`src/rtl/clk_mon_pkg.sv`:
```
// +----------------------------------------------------------------------------+
// | clk_mon_pkg : shared state encoding and default limits for the clock       |
// |               period monitor                                               |
// | Revision    : 1.0                                                          |
// +----------------------------------------------------------------------------+
`default_nettype none

package clk_mon_pkg;

   // The monitored clock is the 50 MHz board clock divided by 2^20.
   localparam int unsigned C_REF_HZ       = 50_000_000;
   localparam int unsigned C_DIV_LOG2     = 20;
   localparam int unsigned C_NOM_PERIOD   = 32'd1 << C_DIV_LOG2;
   localparam int unsigned C_MIN_PERIOD   = 1_000_000;
   localparam int unsigned C_MAX_PERIOD   = 1_100_000;
   localparam int unsigned C_TIMEOUT      = 2 * C_NOM_PERIOD;
   localparam int unsigned C_CNT_W        = 22;
   localparam int unsigned C_GOOD_CNT     = 3;

   localparam logic [1:0] ST_ACQ  = 2'd0;
   localparam logic [1:0] ST_MEAS = 2'd1;
   localparam logic [1:0] ST_LOST = 2'd2;

   function automatic logic period_in_range(
      input logic [31:0] p,
      input logic [31:0] lo,
      input logic [31:0] hi
   );
      return (p >= lo) && (p <= hi);
   endfunction

endpackage

`default_nettype wire

```
`src/rtl/sync_edge_det.sv`:
```
// +----------------------------------------------------------------------------+
// | sync_edge_det : two-flop synchronizer followed by a rising-edge detector   |
// | Revision      : 1.0                                                        |
// +----------------------------------------------------------------------------+
`default_nettype none

module sync_edge_det
   import clk_mon_pkg::*;
(
   input  logic cpld_50m_clk,
   input  logic cpld_rst_50m,
   input  logic din,
   output logic lvl,
   output logic rise
);

   logic meta_q, meta_d;
   logic sync_q, sync_d;
   logic dly_q,  dly_d;

   always_comb begin
      meta_d = din;
      sync_d = meta_q;
      dly_d  = sync_q;
   end

   always_ff @(posedge cpld_50m_clk) begin
      if (cpld_rst_50m) begin
         meta_q <= 1'b0;
         sync_q <= 1'b0;
         dly_q  <= 1'b0;
      end else begin
         meta_q <= meta_d;
         sync_q <= sync_d;
         dly_q  <= dly_d;
      end
   end

   assign lvl  = sync_q;
   assign rise = sync_q & ~dly_q;

endmodule

`default_nettype wire

```
`src/rtl/clk_period_monitor.sv`:
```
// +----------------------------------------------------------------------------+
// | clk_period_monitor : measures the period of a slow clock, flags range      |
// |                      errors and clock loss. CLK_MON_DUTY_EN adds high time.|
// | Revision           : 1.0                                                   |
// +----------------------------------------------------------------------------+
`default_nettype none

module clk_period_monitor
   import clk_mon_pkg::*;
#(
   parameter int unsigned CNT_W      = C_CNT_W,
   parameter int unsigned MIN_PERIOD = C_MIN_PERIOD,
   parameter int unsigned MAX_PERIOD = C_MAX_PERIOD,
   parameter int unsigned TIMEOUT    = C_TIMEOUT,
   parameter int unsigned GOOD_CNT   = C_GOOD_CNT
) (
   input  logic             cpld_50m_clk,
   input  logic             cpld_rst_50m,
   input  logic             clk_in,
   output logic [CNT_W-1:0] period,
   output logic             period_valid,
   output logic             period_err,
   output logic             freq_ok,
   output logic             clk_lost,
   output logic [CNT_W-1:0] high_time
);

   localparam int unsigned GW = (GOOD_CNT < 1) ? 1 : $clog2(GOOD_CNT + 1);
   localparam logic [CNT_W-1:0] C_TMO  = CNT_W'(TIMEOUT);
   localparam logic [GW-1:0]    C_GOOD = GW'(GOOD_CNT);

   logic sync_lvl;
   logic rise;

   sync_edge_det u_sync (
      .cpld_50m_clk (cpld_50m_clk),
      .cpld_rst_50m (cpld_rst_50m),
      .din          (clk_in),
      .lvl          (sync_lvl),
      .rise         (rise)
   );

   logic [1:0]       state_q,    state_d;
   logic [CNT_W-1:0] cnt_q,      cnt_d;
   logic [GW-1:0]    good_q,     good_d;
   logic [CNT_W-1:0] period_q,   period_d;
   logic             valid_q,    valid_d;
   logic             err_q,      err_d;
   logic             freq_ok_q,  freq_ok_d;
   logic             clk_lost_q, clk_lost_d;
   logic             cnt_sat;
   logic             in_range;

   assign cnt_sat  = (cnt_q == C_TMO);
   assign in_range = period_in_range(32'(cnt_q), MIN_PERIOD, MAX_PERIOD);

   always_comb begin
      state_d    = state_q;
      good_d     = good_q;
      period_d   = period_q;
      valid_d    = 1'b0;
      err_d      = 1'b0;
      freq_ok_d  = freq_ok_q;
      clk_lost_d = clk_lost_q;

      // Counter holds the cycles since the last edge; it pins at the timeout.
      if (rise) begin
         cnt_d = CNT_W'(1);
      end else if (!cnt_sat) begin
         cnt_d = cnt_q + 1'b1;
      end else begin
         cnt_d = cnt_q;
      end

      case (state_q)
         ST_ACQ: begin
            if (rise) begin
               state_d = ST_MEAS;
            end else if (cnt_sat) begin
               state_d    = ST_LOST;
               clk_lost_d = 1'b1;
               freq_ok_d  = 1'b0;
               good_d     = '0;
            end
         end
         ST_MEAS: begin
            // An edge coinciding with the timeout still counts as a period.
            if (rise) begin
               period_d = cnt_q;
               valid_d  = 1'b1;
               if (in_range) begin
                  good_d = (good_q == C_GOOD) ? good_q : good_q + 1'b1;
               end else begin
                  err_d  = 1'b1;
                  good_d = '0;
               end
               freq_ok_d = (good_d == C_GOOD);
            end else if (cnt_sat) begin
               state_d    = ST_LOST;
               clk_lost_d = 1'b1;
               freq_ok_d  = 1'b0;
               good_d     = '0;
            end
         end
         ST_LOST: begin
            if (rise) begin
               state_d    = ST_MEAS;
               clk_lost_d = 1'b0;
            end
         end
         default: begin
            state_d = ST_ACQ;
         end
      endcase
   end

   always_ff @(posedge cpld_50m_clk) begin
      if (cpld_rst_50m) begin
         state_q    <= ST_ACQ;
         cnt_q      <= '0;
         good_q     <= '0;
         period_q   <= '0;
         valid_q    <= 1'b0;
         err_q      <= 1'b0;
         freq_ok_q  <= 1'b0;
         clk_lost_q <= 1'b0;
      end else begin
         state_q    <= state_d;
         cnt_q      <= cnt_d;
         good_q     <= good_d;
         period_q   <= period_d;
         valid_q    <= valid_d;
         err_q      <= err_d;
         freq_ok_q  <= freq_ok_d;
         clk_lost_q <= clk_lost_d;
      end
   end

   assign period       = period_q;
   assign period_valid = valid_q;
   assign period_err   = err_q;
   assign freq_ok      = freq_ok_q;
   assign clk_lost     = clk_lost_q;

`ifdef CLK_MON_DUTY_EN
   logic [CNT_W-1:0] high_cnt_q,  high_cnt_d;
   logic [CNT_W-1:0] high_time_q, high_time_d;

   // The edge cycle itself is high, so the new count starts from the level.
   always_comb begin
      high_cnt_d  = high_cnt_q;
      high_time_d = high_time_q;
      if (rise) begin
         high_cnt_d = CNT_W'(sync_lvl);
         if (state_q == ST_MEAS) begin
            high_time_d = high_cnt_q;
         end
      end else if (sync_lvl && (high_cnt_q != C_TMO)) begin
         high_cnt_d = high_cnt_q + 1'b1;
      end
   end

   always_ff @(posedge cpld_50m_clk) begin
      if (cpld_rst_50m) begin
         high_cnt_q  <= '0;
         high_time_q <= '0;
      end else begin
         high_cnt_q  <= high_cnt_d;
         high_time_q <= high_time_d;
      end
   end

   assign high_time = high_time_q;
`else
   logic duty_unused;
   assign duty_unused = sync_lvl;
   assign high_time   = '0;
`endif

endmodule

`default_nettype wire

```
`config.mk`:
```
export PLATFORM = sky130hd
export DESIGN_NAME = clk_period_monitor
export DESIGN_NICKNAME = d
export VERILOG_FILES = /design/src/rtl/clk_mon_pkg.sv /design/src/rtl/sync_edge_det.sv /design/src/rtl/clk_period_monitor.sv
export SDC_FILE = /design/constraint.sdc
export NUM_CORES = 1
export LEC_CHECK = 0
export ABC_AREA = 1
export BUFFER_PORTS_ARGS = -buffer_cell sky130_fd_sc_hd__buf_2
export CAP_MARGIN = 0
export CORE_MARGIN = 2
export CORE_UTILIZATION = 50
export CTS_BUF_LIST = sky130_fd_sc_hd__clkbuf_8
export CTS_CLUSTER_DIAMETER = 80
export DETAILED_ROUTE_END_ITERATION = 6
export GPL_TIMING_DRIVEN = 0
export HOLD_SLACK_MARGIN = 0.05
export PLACE_DENSITY = 0.73
export SYNTH_ARGS = -nofsm -noshare
export SYNTH_HDL_FRONTEND = slang
export SYNTH_SLANG_ARGS = --single-unit
```
`constraint.sdc`:
```
create_clock -name cpld_50m_clk -period 1.7 [get_ports cpld_50m_clk]
set_input_delay 0.17 -clock cpld_50m_clk [delete_from_list [all_inputs] [get_ports cpld_50m_clk]]
set_output_delay 0.17 -clock cpld_50m_clk [all_outputs]
set_load 0.05 [all_outputs]
```
==> metrics <==
status=completed; critical path, cell by cell=ha_2 > inv_2 > nor3_4 > nand2_2 > nor2_4 > nand2_2 > or2_0 > a21oi_2; final slew viol count=0; ANT nets after route=0; placed cell areas=2970 um2; DR WL/cell=12.20 um; final wirelength=6111 um; final hold violation count=0; yosys warns=0; P_leak=1.386 nW; core area=5140 um2; Remaining DRCs=0; RSZ-0062 raised after global routing=true; crit path max fanout=5; P_sw=0.6441 mW; Async SR Flop Fraction=0; CTS tree=built; Synth area leader=dfxtp_1; Crit path largest cell delay=390 ps; Top Ports=between 50 and 60; Tot GR Track Use=0.2142; Mapped Area=2669 um2; share of total power in sequential cells=0.561; Place WS=slightly below 90 ps; number of global-route vias before repair=2,179; ANT cells=0; Overflow after GRT=0; row cnt=26; top_reg_cell synth=dfxtp_1; Final period util=0.9488; Fillers=502; hpwl dp=4621 um; CP Capture Type=flop; fin cells=501; CP dominant cell by count=nand2_2; critical path type=reg -> reg; Worst Hold Margin=242.5 ps; Critical Path AT=1870 ps; Worst Setup Start Kind=flop; PortBufs=27; clock-pin transition on the worst setup and hold timing paths=about 100 ps; Initial Utilization=0.5192; global-route wire length before repair=10,230 um; max-cap viol count=0; Sw Share=0.2739; Tmin final=1613 ps; H-tree levels=2; Max clock buf depth=2; worst path required time=1960 ps; CTS sink cnt=55; Num CTS Buffers=5; WP buf/inv=1; Pint=between 1.5 and 2 mW; Yosys cell types=32; Synth top area share=0.4126; Area Overhead vs Synth=16.03%; Hold WC Path Type=in -> reg; Final WS setup=roughly 87 ps; most frequent cells after synthesis=dfxtp_1, nand2_1, a21oi_1; Die Ht=roughly 77 um; maximum number of pins on one net before global-route repair=17; root buf cell=clkbuf_8; die width=77.06 um; Combinational Power Share=0.119; cell family with most CP delay=simple AND/OR/NAND/NOR gates; GPL Wtd Cong=0.8957; Finished Cell Area=3097 um2; worst vdd ir=0.0004628 V; vias per std cell=4.978; Syn Inst Count=373; Final #Nets=435; Power Density=759.4 nW/um2; DR vias=~2,500; DR pass1 iterations=4; CP max stage cell=dfxtp_1; Clock Latency Late Sink=310 ps; number of synthesized flops with an enable pin=0; Cells after DPL=491; total power=2.352 mW; Clock Skew=between 8 and 9 ps; initial antenna violation count=0; Layout Utilization=0.6025; die area=5938 um2; maximum clock rate=620.0 MHz; Avg Inst Size Synth=7.155 um2; Area contributors post-synth=dfxtp_1, nand2_1, a21oi_1; Clk pwr share=0.320; share of cells above drive strength 1=0.2227; final setup vio count=0; initial detailed-routing violation count=a little over 200; Yosys reg bits=55; Fin Setup TNS=0 ps; Seq/Total Area, Yosys=0.4126
## state kept, by name, indices dropped and copies added, names as in the netlist
signal / count
cnt_q: 22
u_sync.dly_q: 1
period: 22
freq_ok: 1
period_err: 1
u_sync.lvl: 1
state_q: 2
u_sync.meta_q: 1
period_valid: 1
good_q: 2
clk_lost: 1
## path summary, 6_finish.rpt
kind                 start           end  slack (ps)  cells after the start
max               cnt_q[1]     cnt_q[14]          90                      8
min           cpld_rst_50m  u_sync.dly_q         240                      2
max reg2reg       cnt_q[1]     cnt_q[14]          90                      8
min reg2reg  u_sync.meta_q    u_sync.lvl         410                      2
## area by class of cell
cell class                      count  area, um2  area share
Multi-Input combinational cell    259       1269      0.4097
Sequential cell                    55       1102      0.3560
Buffer                             32      210.2     0.06788
Inverter                           48      180.2     0.05818
Timing Repair Buffer               29      152.6     0.04929
Tap cell                           70      87.58     0.02828
Clock buffer                        6      82.58     0.02667
Clock inverter                      2      12.51    0.004040
## repair_timing
action                     CTS  global route
hold endpoints to repair     0             1
setup endpoints to repair    0             5
hold buffers                 0             1
buffers inserted             0             1
gates resized for setup      0             5
## power groups by stage
stage                     sequential (mW)  clock (mW)  combinational (mW)
after floorplan                      1.38           0               0.217
after global placement               1.35           0               0.273
after detailed placement             1.35           0               0.275
after CTS                            1.32       0.774               0.276
after global routing                 1.32       0.830               0.298
final                                1.32       0.752               0.280
## layer usage
metal  vias up  share of wire  GRT usage  wire, um
met2        85           0.46     0.3447      2806
met3         6          0.060    0.03294       369
li1       1288              -          -         -
met1      1115           0.47     0.2908      2856
met4         0          0.013    0.08036        79
met5         -              0          0         0
## cells by family after synthesis
logic type	after synthesis	share of synthesized area
buffers and inverters	80	0.1463
other	1	0.001405
and+or+nand+nor	150	0.2625
xor gates and xnor gates	1	0.003282
adders and majority gates	2	0.009375
DFF	55	0.4126
AOI/OAI and AO/OA	84	0.1646
## placed cells by master (no fill, tap or decap), types with 2 or more instances in the layout
cell type / Yosys / routed
nor2_2: 3 / 5
dfxtp_1: 55 / 54
or2_2: 3 / 3
nor3_2: 2 / 3
clkbuf_8: 0 / 6
o21ai_1: 3 / 3
a21oi_1: 41 / 41
nor2_4: 2 / 2
nand4_1: 8 / 8
buf_4: 22 / 23
nand2_1: 55 / 55
nor3_1: 7 / 6
nand3_1: 23 / 23
buf_2: 6 / 33
nor2_1: 39 / 37
clkbuf_1: 4 / 4
a31oi_1: 4 / 4
inv_1: 35 / 36
o21ai_0: 31 / 31
or2_0: 2 / 2
o31ai_1: 2 / 2
conb_1: 1 / 22
inv_2: 13 / 13
nand2_2: 2 / 2
No activity file was read; power rests on OpenSTA's default activity.
